## config.mk

```make
export PLATFORM = sky130hd
export DESIGN_NAME = board_manager
export DESIGN_NICKNAME = d
export VERILOG_FILES = /design/src/rtl/board_manager.sv
export SDC_FILE = /design/constraint.sdc
export NUM_CORES = 1
export LEC_CHECK = 0
export BUFFER_PORTS_ARGS = -buffer_cell sky130_fd_sc_hd__buf_2
export CORE_MARGIN = 10
export CORE_UTILIZATION = 56
export DETAILED_ROUTE_END_ITERATION = 16
export PLACE_DENSITY = 0.95
export SYNTH_ARGS = -nofsm -noshare
export SYNTH_HDL_FRONTEND = slang
export SYNTH_SLANG_ARGS = --single-unit
```

## constraint.sdc

```tcl
create_clock -name clka -period 6.5 [get_ports clka]
set_input_delay 1.3 -clock clka [delete_from_list [all_inputs] [get_ports clka]]
set_output_delay 1.3 -clock clka [all_outputs]
set_load 0.02 [all_outputs]
```

## src/rtl/board_manager.sv

```systemverilog
// Authoritative 8x4 board owner: applies mover results, clears full rows after a
// landing, keeps the score, spawns the next piece and detects game over.
module board_manager (
    input  logic        clka,
    input  logic        reset,
    input  logic        step_valid,
    input  logic        touched,
    input  logic [31:0] new_board_state,
    input  logic [4:0]  new_location,
    input  logic [1:0]  new_rotation,
    output logic [31:0] curr_board_state,
    output logic [1:0]  curr_piece_type,
    output logic [4:0]  curr_piece_location,
    output logic [1:0]  curr_piece_rotation,
    output logic [7:0]  score,
    output logic        busy,
    output logic        game_over,
    output logic [1:0]  state_dbg
);

    // Handshake: a mover result is taken on any edge where step_valid is high and
    // busy is low; busy acts as the inverted ready, and pulses while busy are dropped.
    typedef enum logic [1:0] {IDLE, SCAN, SPAWN, OVER} state_t;

    state_t      state;
    logic [2:0]  row_idx;
    logic [1:0]  next_type;
    logic [31:0] spawn_mask;
    logic [31:0] shifted_board;
    logic        row_full;

    always_comb begin
        spawn_mask = 32'h0000_0020;
        case (next_type)
            2'b00: spawn_mask = 32'h0000_0020;
            2'b01: spawn_mask = 32'h0000_0022;
            2'b10: spawn_mask = 32'h0000_0066;
            2'b11: spawn_mask = 32'h0000_0062;
        endcase
    end

    assign row_full = (curr_board_state[{row_idx, 2'b00} +: 4] == 4'hF);

    // Rows at or above row_idx drop by one; the full row itself is overwritten.
    always_comb begin
        shifted_board = curr_board_state;
        for (int r = 0; r < 8; r++) begin
            if (r == 0)
                shifted_board[3:0] = 4'h0;
            else if (3'(r) <= row_idx)
                shifted_board[r*4 +: 4] = curr_board_state[(r-1)*4 +: 4];
        end
    end

    always_ff @(posedge clka or posedge reset) begin
        if (reset) begin
            state               <= IDLE;
            curr_board_state    <= 32'h0000_0020;
            curr_piece_type     <= 2'b00;
            curr_piece_location <= 5'd5;
            curr_piece_rotation <= 2'b00;
            next_type           <= 2'b01;
            row_idx             <= 3'd0;
            score               <= 8'd0;
            busy                <= 1'b0;
            game_over           <= 1'b0;
        end else begin
            case (state)
                IDLE: begin
                    if (step_valid) begin
                        curr_board_state    <= new_board_state;
                        curr_piece_location <= new_location;
                        curr_piece_rotation <= new_rotation;
                        if (touched) begin
                            row_idx <= 3'd7;
                            state   <= SCAN;
                            busy    <= 1'b1;
                        end
                    end
                end
                SCAN: begin
                    if (row_full) begin
                        curr_board_state <= shifted_board;
                        if (score != 8'hFF)
                            score <= score + 8'd1;
                    end else if (row_idx == 3'd0) begin
                        state <= SPAWN;
                    end else begin
                        row_idx <= row_idx - 3'd1;
                    end
                end
                SPAWN: begin
                    if ((curr_board_state & spawn_mask) != 32'h0) begin
                        state     <= OVER;
                        game_over <= 1'b1;
                    end else begin
                        curr_board_state    <= curr_board_state | spawn_mask;
                        curr_piece_type     <= next_type;
                        curr_piece_location <= 5'd5;
                        curr_piece_rotation <= 2'b00;
                        next_type           <= next_type + 2'b01;
                        state               <= IDLE;
                        busy                <= 1'b0;
                    end
                end
                OVER: begin
                end
            endcase
        end
    end

    assign state_dbg = state;

endmodule

```

==> impl_metrics.ini, run 1 <==
[sta]
finalClockSkew_ps = 9.202
relSlewSlack_pct = 38.19
slew_viol_final = 0
fin_tns_setup_ps = 0
hold_viol = 0
setup_viol = 0
period_minus_slack_ps = 3190
max_freq_mhz = 313.5
rsz0062_at_grt = false
fin_crit_sh_pct = 49.07
setup_slack_ps = 3310
worstMarginPinSlew_ps = 927.1

[setup_path]
crit_family = adder cells
rr_startpoint = state_dbg[0]$_DFFE_PP0P_
cp_max_fo = 35
cp_num_buf_inv = 2
cp_common_cell = inv_1
critPathCaptureType = flip-flop
critPathKind = reg2reg
crit_slowest_cell = ha_1
path_cells = inv_1 > ha_1 > inv_1 > nor2_1 > a221oi_1 > a22oi_1
r2r_cells = 6
worstPathRequired_ps = 6760
reg2reg_setup_slack_ps = 3310
cp.arrival_ps = 3450
crit_path_max_incr_delay_ps = 900
startpoint_type = flip-flop
r2r_end = curr_board_state[20]$_DFFE_PP0P_

[clocking]
clk_pin_slew_ps = 70
clk_latency_ps = 350
clockBufferDepth = 2
cts_tree = done
ctsRootBufferMaster = clkbuf_8
cts_hold_buffers = 0
ctsResizeCount = 0
cts_setup_buffers = 0
cts_max_level = 3
clkSinkCount = 58
cts_buffers = 9

[synthesis]
syn_area_um2 = 3293
post_synth.cell_area_avg_um2 = 9.573
synth_edf_count = 0
syn-num-nets = 398
synth_top_area_cell = dfrtp_1
synth_area_leaders = dfrtp_1, mux2_2, a21oi_1, ha_1, o21ai_0
async_flop_share_pct = 100.0
syn_inst = 344
synth_cell_types = 54
ys_seq_elements = 58
synth_ff_type = dfrtp_1
ys_warn_count = 0
yosysSeqAreaShare_pct = 44.22
synth_top_area_share_pct = 41.03
synth.most_common_cell = dfrtp_1
synth_commonest_cells = dfrtp_1, a21oi_1, o21ai_0, inv_1, nand2_1

[grt]
grt_first_pass_wirelength_um = 14900
antenna_found_initial = 0
grt_use_total_pct = 18.97
grt_max_degree = 59
overflow = 0
grt_pass1_vias = 3013

[placed_design]
dpl.hpwl_um = 6607
dpl_worst_slack_ps = 3381
place_area_um2 = 3786
port_buffers = 95
gp_congestion = 0.8892

[worst_hold_path]
holdPathStages = 1
min_path_type = reg2reg
whs_endpoint = game_over$_DFFE_PP0P_
min_from = game_over$_DFFE_PP0P_

[route]
post_drt_via_cell_ratio = 5.947
drtIter0Drc = 215
routedWlPerCell_um = 18.00
drt-pass1-iter-count = 5
routed_wl_um = 9181
ant_nets = 0
vias = 3033
drc = 0

[pwr]
leakagePower_nw = 2.092
p_per_area_nw_per_um2 = 185.8
power_frac_clock_pct = 46.4
pwr-share-comb_pct = 4.4
ir_drop_mv = 0.1346
power_switching_mw = 0.1685
pwr-share-seq_pct = 49.2
intPower_mw = 0.5729
sw_frac_of_total_pct = 22.73

[outcome]
status = finished, final reports clean

[finish]
num_antenna_cells = 0
synthToLayoutAreaGrowth_pct = 21.16
layout.nets = 487
fin_area_um2 = 3990
drive_gt1_share_pct = 34.25
nFillCells = 441

[die]
pin_count = 96
die_height_um = 96.69
die_w_um = 96.69
num_rows = 27
core_um2 = 5608
die_area_um2 = 9348
start_util_pct = 58.72

[flow_run]
cap_viol_max_count = 0
## flip-flops by register name, summed over array words and instances, names as in the netlist
signal	flops
curr_board_state	32
score	8
curr_piece_location	5
row_idx	3
curr_piece_rotation	2
curr_piece_type	2
next_type	2
state_dbg	2
busy	1
game_over	1
## logic make-up after synthesis
| logic type | after synthesis | synth area share [%] |
|---|---|---|
| AOI/OAI and AO/OA | 96 | 18.69 |
| xor gates and xnor gates | 7 | 1.862 |
| adders and majority gates | 11 | 4.179 |
| buffers and inverters | 47 | 5.851 |
| DFF | 58 | 44.23 |
| muxes | 25 | 8.853 |
| and+or+nand+nor | 100 | 16.34 |
## metal layers
layer	up-vias	global-route usage [%]	wire length (µm)
met3	19	5.607	623
met1	1485	22.67	3737
met2	120	30.67	4610
met4	0	8.568	209
li1	1409	-	-
met5	-	0	0
## area by class of cell
cell class	instances	area (µm²)	share of cell area, %
clock inverters	5	52.55	1.317
well taps	72	90.09	2.258
clock buffers	11	151.4	3.794
flip-flops and latches	58	1456	36.50
inverters	28	105.1	2.634
repair buffers	97	490.5	12.29
multi-input cells	239	1644	41.20
## per-stage QoR
stage / power [mW] / cells / utilization, % / hold slack (ps)
3_5_place_dp: 0.4039 / 494 / 67.51 / 454.6
3_3_place_gp: 0.4030 / 494 / 67.51 / 449.3
6_report: 0.7414 / 510 / 71.15 / 467.1
5_1_grt: 0.7674 / 510 / 71.15 / 493.8
4_1_cts: 0.7469 / 510 / 71.15 / 470.7
2_1_floorplan: 0.3849 / 344 / - / 470.2
## worst max-delay path by stage
stage	startpoint	end	slack, ps	cells past startpoint
floorplan	reset	busy$_DFFE_PP0P_	3780	1
global placement	state_dbg[0]$_DFFE_PP0P_	curr_board_state[31]$_DFFE_PP0P_	3530	7
detailed placement	state_dbg[0]$_DFFE_PP0P_	curr_board_state[20]$_DFFE_PP0P_	3380	6
CTS	state_dbg[0]$_DFFE_PP0P_	curr_board_state[18]$_DFFE_PP0P_	3370	6
global route	state_dbg[0]$_DFFE_PP0P_	curr_board_state[20]$_DFFE_PP0P_	2950	6
finish	state_dbg[0]$_DFFE_PP0P_	curr_board_state[20]$_DFFE_PP0P_	3310	6
## power by group through the flow
stage | clock network, mW | registers [mW] | logic [mW]
floorplan | 0 | 0.372 | 0.0127
global placement | 0 | 0.371 | 0.0321
detailed placement | 0 | 0.371 | 0.0328
CTS | 0.349 | 0.364 | 0.0332
global route | 0.366 | 0.364 | 0.0368
finish | 0.344 | 0.365 | 0.0327
## cells in the final DEF, fill, tap and decap left out, drive strengths merged, types with 4 or more instances in the layout
master  netlist  routed
mux2i         7       7
a22oi         4       4
nand2b        4       4
dfstp         4       4
inv          26      26
nor2b         7       7
buf           8      97
xnor2         6       6
o21ai        30      30
mux2         18      18
clkinv        2       5
a221oi        8       8
nand3        12      12
nand2        21      21
a31o          5       5
ha           11      11
clkbuf       11      11
a21oi        29      29
nor2         18      18
nand4         9       9
dfrtp        54      54
and3         15      15
(Power assumes the default switching activity.)
==> inputs of run 2 (changes only) <==
CORE_UTILIZATION = 52   (was 56)
PLACE_DENSITY = 0.91   (was 0.95)
clock period = 3.1 ns   (was 6.5 ns; I/O delays follow)
==> impl_metrics.ini, run 2 (same netlist as run 1, synthesis figures left out) <==
[outcome]
status = finished, final reports clean

[finish]
drive_gt1_share_pct = 34.09
nFillCells = 500
utilization_pct = 66.34
largest_register = curr_board_state
largest_reg_flops = 32
stdcell_count = 515
final_common_cell = buf_2
fin_area_um2 = 3998
synthToLayoutAreaGrowth_pct = 21.39
num_antenna_cells = 0
reg.largest.list = curr_board_state (32), score (8), curr_piece_location (5)
most-common-layout-cells = buf_2, dfrtp_1, a21oi_1
layout.nets = 490

[sta]
fin_tns_setup_ps = 0
rsz0062_at_grt = false
fin_crit_sh_pct = 82.80
slew_viol_final = 0
setup_slack_ps = 533.3
hold_viol = 0
period_minus_slack_ps = 2567
finalClockSkew_ps = 10.52
worstMarginPinSlew_ps = 907.6
max_freq_mhz = 389.6
setup_viol = 0
hold_slack_ps = 215.6
relSlewSlack_pct = 39.27

[placed_design]
gp_congestion = 0.8692
dpl.hpwl_um = 6858
dpl_worst_slack_ps = 533.7
dp_cells = 500
port_buffers = 95
place_area_um2 = 3812

[grt]
overflow = 0
antenna_found_initial = 0
grt_first_pass_wirelength_um = 14790
grt_use_met2_pct = 29.86
grt_util_met1_pct = 20.45
grt_max_degree = 36
grt_use_total_pct = 18.15
grt.busiest_layer = met2
grt_util_met3_pct = 5.744
grt_pass1_vias = 3093

[route]
vias = 3017
routed_wl_um = 9136
drc = 0
routedWlPerCell_um = 17.74
post_drt_via_cell_ratio = 5.858
drtIter0Drc = 197
ant_nets = 0
drt-pass1-iter-count = 4

[clocking]
ctsResizeCount = 0
ctsRootBufferMaster = clkbuf_8
clk_latency_ps = 340
cts_setup_buffers = 0
cts_max_level = 3
clockBufferDepth = 2
clk_pin_slew_ps = 60
cts_tree = done
clkSinkCount = 58
cts_buffers = 9
cts_hold_buffers = 0

[setup_path]
cp_max_fo = 15
path_cells = inv_1 > ha_1 > clkinv_1 > a31oi_1 > nor2_1 > o21ai_0 > mux2_2
cp_num_buf_inv = 2
cp.arrival_ps = 2780
crit_slowest_cell = dfrtp_1
crit_path_max_incr_delay_ps = 410
critPathKind = reg2reg
worstPathRequired_ps = 3320
critPathCaptureType = flip-flop
startpoint_type = flip-flop
crit_family = compound AO/OA/AOI/OAI gates

[flow_run]
cap_viol_max_count = 0

[die]
start_util_pct = 54.65
die_height_um = 99.58
num_rows = 28
core_um2 = 6026
die_w_um = 99.58
pin_count = 96
die_area_um2 = 9916

[pwr]
intPower_mw = 1.178
power_frac_clock_pct = 44.6
power_switching_mw = 0.3289
pwr-share-seq_pct = 50.7
p_per_area_nw_per_um2 = 377.1
total_power_mw = 1.507
sw_frac_of_total_pct = 21.82
pwr-share-comb_pct = 4.6
ir_drop_mv = 0.2792
leakagePower_nw = 2.097

[worst_hold_path]
min_path_type = in2async
[run 2: changes by cell type in the layout (fill, tap and decap cells not counted), sizes merged]
| cell | previous run | this run |
|---|---|---|
| buf | 97 | 100 |
| clkinv | 5 | 4 |
| clkinvlp | 1 | 0 |
| clkbuf | 11 | 12 |
[run 2: layout make-up]
| type | instances | area [µm²] | area share [%] |
|---|---|---|---|
| Sequential cell | 58 | 1456 | 36.43 |
| Inverter | 28 | 105.1 | 2.629 |
| Clock buffer | 12 | 145.1 | 3.631 |
| Tap cell | 75 | 93.84 | 2.347 |
| Multi-Input combinational cell | 239 | 1644 | 41.13 |
| Clock inverter | 3 | 40.04 | 1.002 |
| Timing Repair Buffer | 100 | 513.0 | 12.83 |
[run 2: routing by layer]
layer	part of all wire [%]	routed length [µm]	vias to the layer above
met5	0	0	-
met4	2.6	240	0
met3	7.7	705	22
met2	49	4516	113
met1	40	3673	1463
li1	-	-	1419
[run 2: final timing paths]
| path | cells after the start | slack, ps | end | start |
|---|---|---|---|---|
| setup / recovery | 7 | 530 | busy$_DFFE_PP0P_ | state_dbg[0]$_DFFE_PP0P_ |
| hold / removal | 2 | 220 | score[0]$_DFFE_PP0P_ | reset |
| setup reg to reg | 7 | 530 | busy$_DFFE_PP0P_ | state_dbg[0]$_DFFE_PP0P_ |
| hold reg to reg | 1 | 480 | game_over$_DFFE_PP0P_ | game_over$_DFFE_PP0P_ |
| max in group asynchronous | 3 | 2190 | curr_board_state[28]$_DFFE_PP0P_ | reset |
| min in group clka | 1 | 480 | game_over$_DFFE_PP0P_ | game_over$_DFFE_PP0P_ |
[run 2: power groups by stage]
stage | clock network (mW) | logic [mW] | registers [mW]
2_1_floorplan | 0 | 0.0265 | 0.781
3_3_place_gp | 0 | 0.0681 | 0.778
3_5_place_dp | 0 | 0.0704 | 0.778
4_1_cts | 0.682 | 0.0709 | 0.764
5_1_grt | 0.707 | 0.0780 | 0.764
6_report | 0.673 | 0.0699 | 0.765
[run 2: worst register-to-register path, stage by stage, from the launching register on]
cell      delay (ps)
dfrtp_1          410
inv_1            120
ha_1             390
clkinv_1         350
a31oi_1          380
nor2_1           280
o21ai_0          160
mux2_2           350
==> inputs of run 3 (changes only) <==
CORE_UTILIZATION = 47   (was 52)
PLACE_DENSITY = 0.87   (was 0.91)
clock period = 2.2 ns   (was 3.1 ns; I/O delays follow)
==> impl_metrics.ini, run 3 (same netlist as run 1, synthesis figures left out) <==
[outcome]
status = finished, final reports clean

[route]
vias = 3125
drtIter0Drc = 204
routedWlPerCell_um = 17.84
drc = 0
drt-pass1-iter-count = 5
routed_wl_um = 10060
ant_nets = 0
post_drt_via_cell_ratio = 5.541

[placed_design]
port_buffers = 95
place_area_um2 = 4011
gp_congestion = 0.8677
dpl.hpwl_um = 7241

[sta]
period_minus_slack_ps = 2168
finalClockSkew_ps = 12.34
relSlewSlack_pct = 56.69
max_freq_mhz = 461.3
slew_viol_final = 0
rsz0062_at_grt = true
hold_viol = 0
setup_viol = 0
worstMarginPinSlew_ps = 648.7
fin_tns_setup_ps = 0
fin_crit_sh_pct = 98.54

[finish]
layout.nets = 517
most-common-layout-cells = buf_2, dfrtp_1, buf_4
largest_reg_flops = 32
num_antenna_cells = 0
final_common_cell = buf_2
synthToLayoutAreaGrowth_pct = 31.65
reg.largest.list = curr_board_state (32), score (8), curr_piece_location (5)
drive_gt1_share_pct = 40.38
largest_register = curr_board_state
fin_area_um2 = 4335
nFillCells = 512

[clocking]
cts_buffers = 9
ctsRootBufferMaster = clkbuf_8
cts_max_level = 3
clk_pin_slew_ps = 70
clkSinkCount = 58
clockBufferDepth = 2
cts_hold_buffers = 0
cts_tree = done
clk_latency_ps = 350

[grt]
antenna_found_initial = 0
grt_use_total_pct = 17.68
grt_first_pass_wirelength_um = 15880
grt_max_degree = 31
grt_pass1_vias = 3200
overflow = 0

[die]
core_um2 = 6794
start_util_pct = 48.47
pin_count = 96
num_rows = 30
die_w_um = 103.7
die_height_um = 103.7
die_area_um2 = 10750

[setup_path]
critPathKind = reg2reg
cp_max_fo = 7
startpoint_type = flip-flop
cp.arrival_ps = 2400
worstPathRequired_ps = 2430
critPathCaptureType = flip-flop

[worst_hold_path]
min_path_type = in2async

[pwr]
ir_drop_mv = 0.3822
p_per_area_nw_per_um2 = 557.9
leakagePower_nw = 2.263

[flow_run]
cap_viol_max_count = 0
run 3: metrics by stage:
step	power [mW]	setup WS, ps	hold WS [ps]	util [%]	cells
floorplan	1.137	9.012	470.2	-	344
global placement	1.194	81.14	448.7	59.04	543
CTS	2.423	-1.875	194.8	62.80	559
global route	2.486	-14.09	233.8	63.81	564
finish	2.419	32.14	177.6	63.81	564
detailed placement	1.196	-31.52	453.5	59.04	543
run 3: what timing repair did:
action                                 CTS  global route
setup buffers                            0             4
pin swaps                                0             2
endpoints found under the hold margin    0             0
resized for setup                        2             6
gates cloned                             0             1
setup endpoints to repair                5            11
run 3: path summary, 6_finish.rpt:
kind                                                       to              startpoint  cells past startpoint  slack (ps)
setup / recovery              curr_board_state[3]$_DFFE_PP0P_  row_idx[1]$_DFFE_PP0P_                      6          30
setup reg to reg              curr_board_state[3]$_DFFE_PP0P_  row_idx[1]$_DFFE_PP0P_                      6          30
hold / removal                       next_type[1]$_DFFE_PP0P_                   reset                      2         180
min in group clka          curr_piece_location[0]$_DFFE_PP1P_         new_location[0]                      3         330
hold reg to reg                          score[4]$_DFFE_PP0P_    score[4]$_DFFE_PP0P_                      1         490
max in group asynchronous              row_idx[0]$_DFFE_PP0P_                   reset                      3        1340
run 3: area by class of cell:
| cell class | count | area [µm²] | area share [%] |
|---|---|---|---|
| multi-input cells | 240 | 1693 | 39.05 |
| flip-flops and latches | 58 | 1459 | 33.65 |
| repair buffers | 126 | 708.2 | 16.33 |
| clock buffers | 10 | 137.6 | 3.175 |
| well taps | 96 | 120.1 | 2.771 |
| clock inverters | 6 | 111.4 | 2.569 |
| inverters | 28 | 106.4 | 2.453 |
run 3: critical path, stage by stage, from the launching register on:
cell and delay, ps:
dfrtp_2 450, or3b_1 370, o22ai_2 220, a21oi_2 70, and3_4 230, or3_4 400
mux2_4 310
run 3: power by group:
| part | leakage, nW | internal [mW] | switching (mW) | total, mW |
|---|---|---|---|---|
| logic | 1.40 | 0.0457 | 0.0570 | 0.103 |
| clock network | 0.123 | 0.785 | 0.456 | 1.24 |
| registers | 0.736 | 1.07 | 0.00492 | 1.08 |
| total | 2.26 | 1.90 | 0.518 | 2.42 |
run 3: layer usage:
metal  GRT usage [%]  wire, µm  vias up
met1           20.64      4175     1463
met3           5.019       765       28
met4           6.958       271        0
met5               0         0        -
li1                -         -     1478
met2           29.86      4850      156
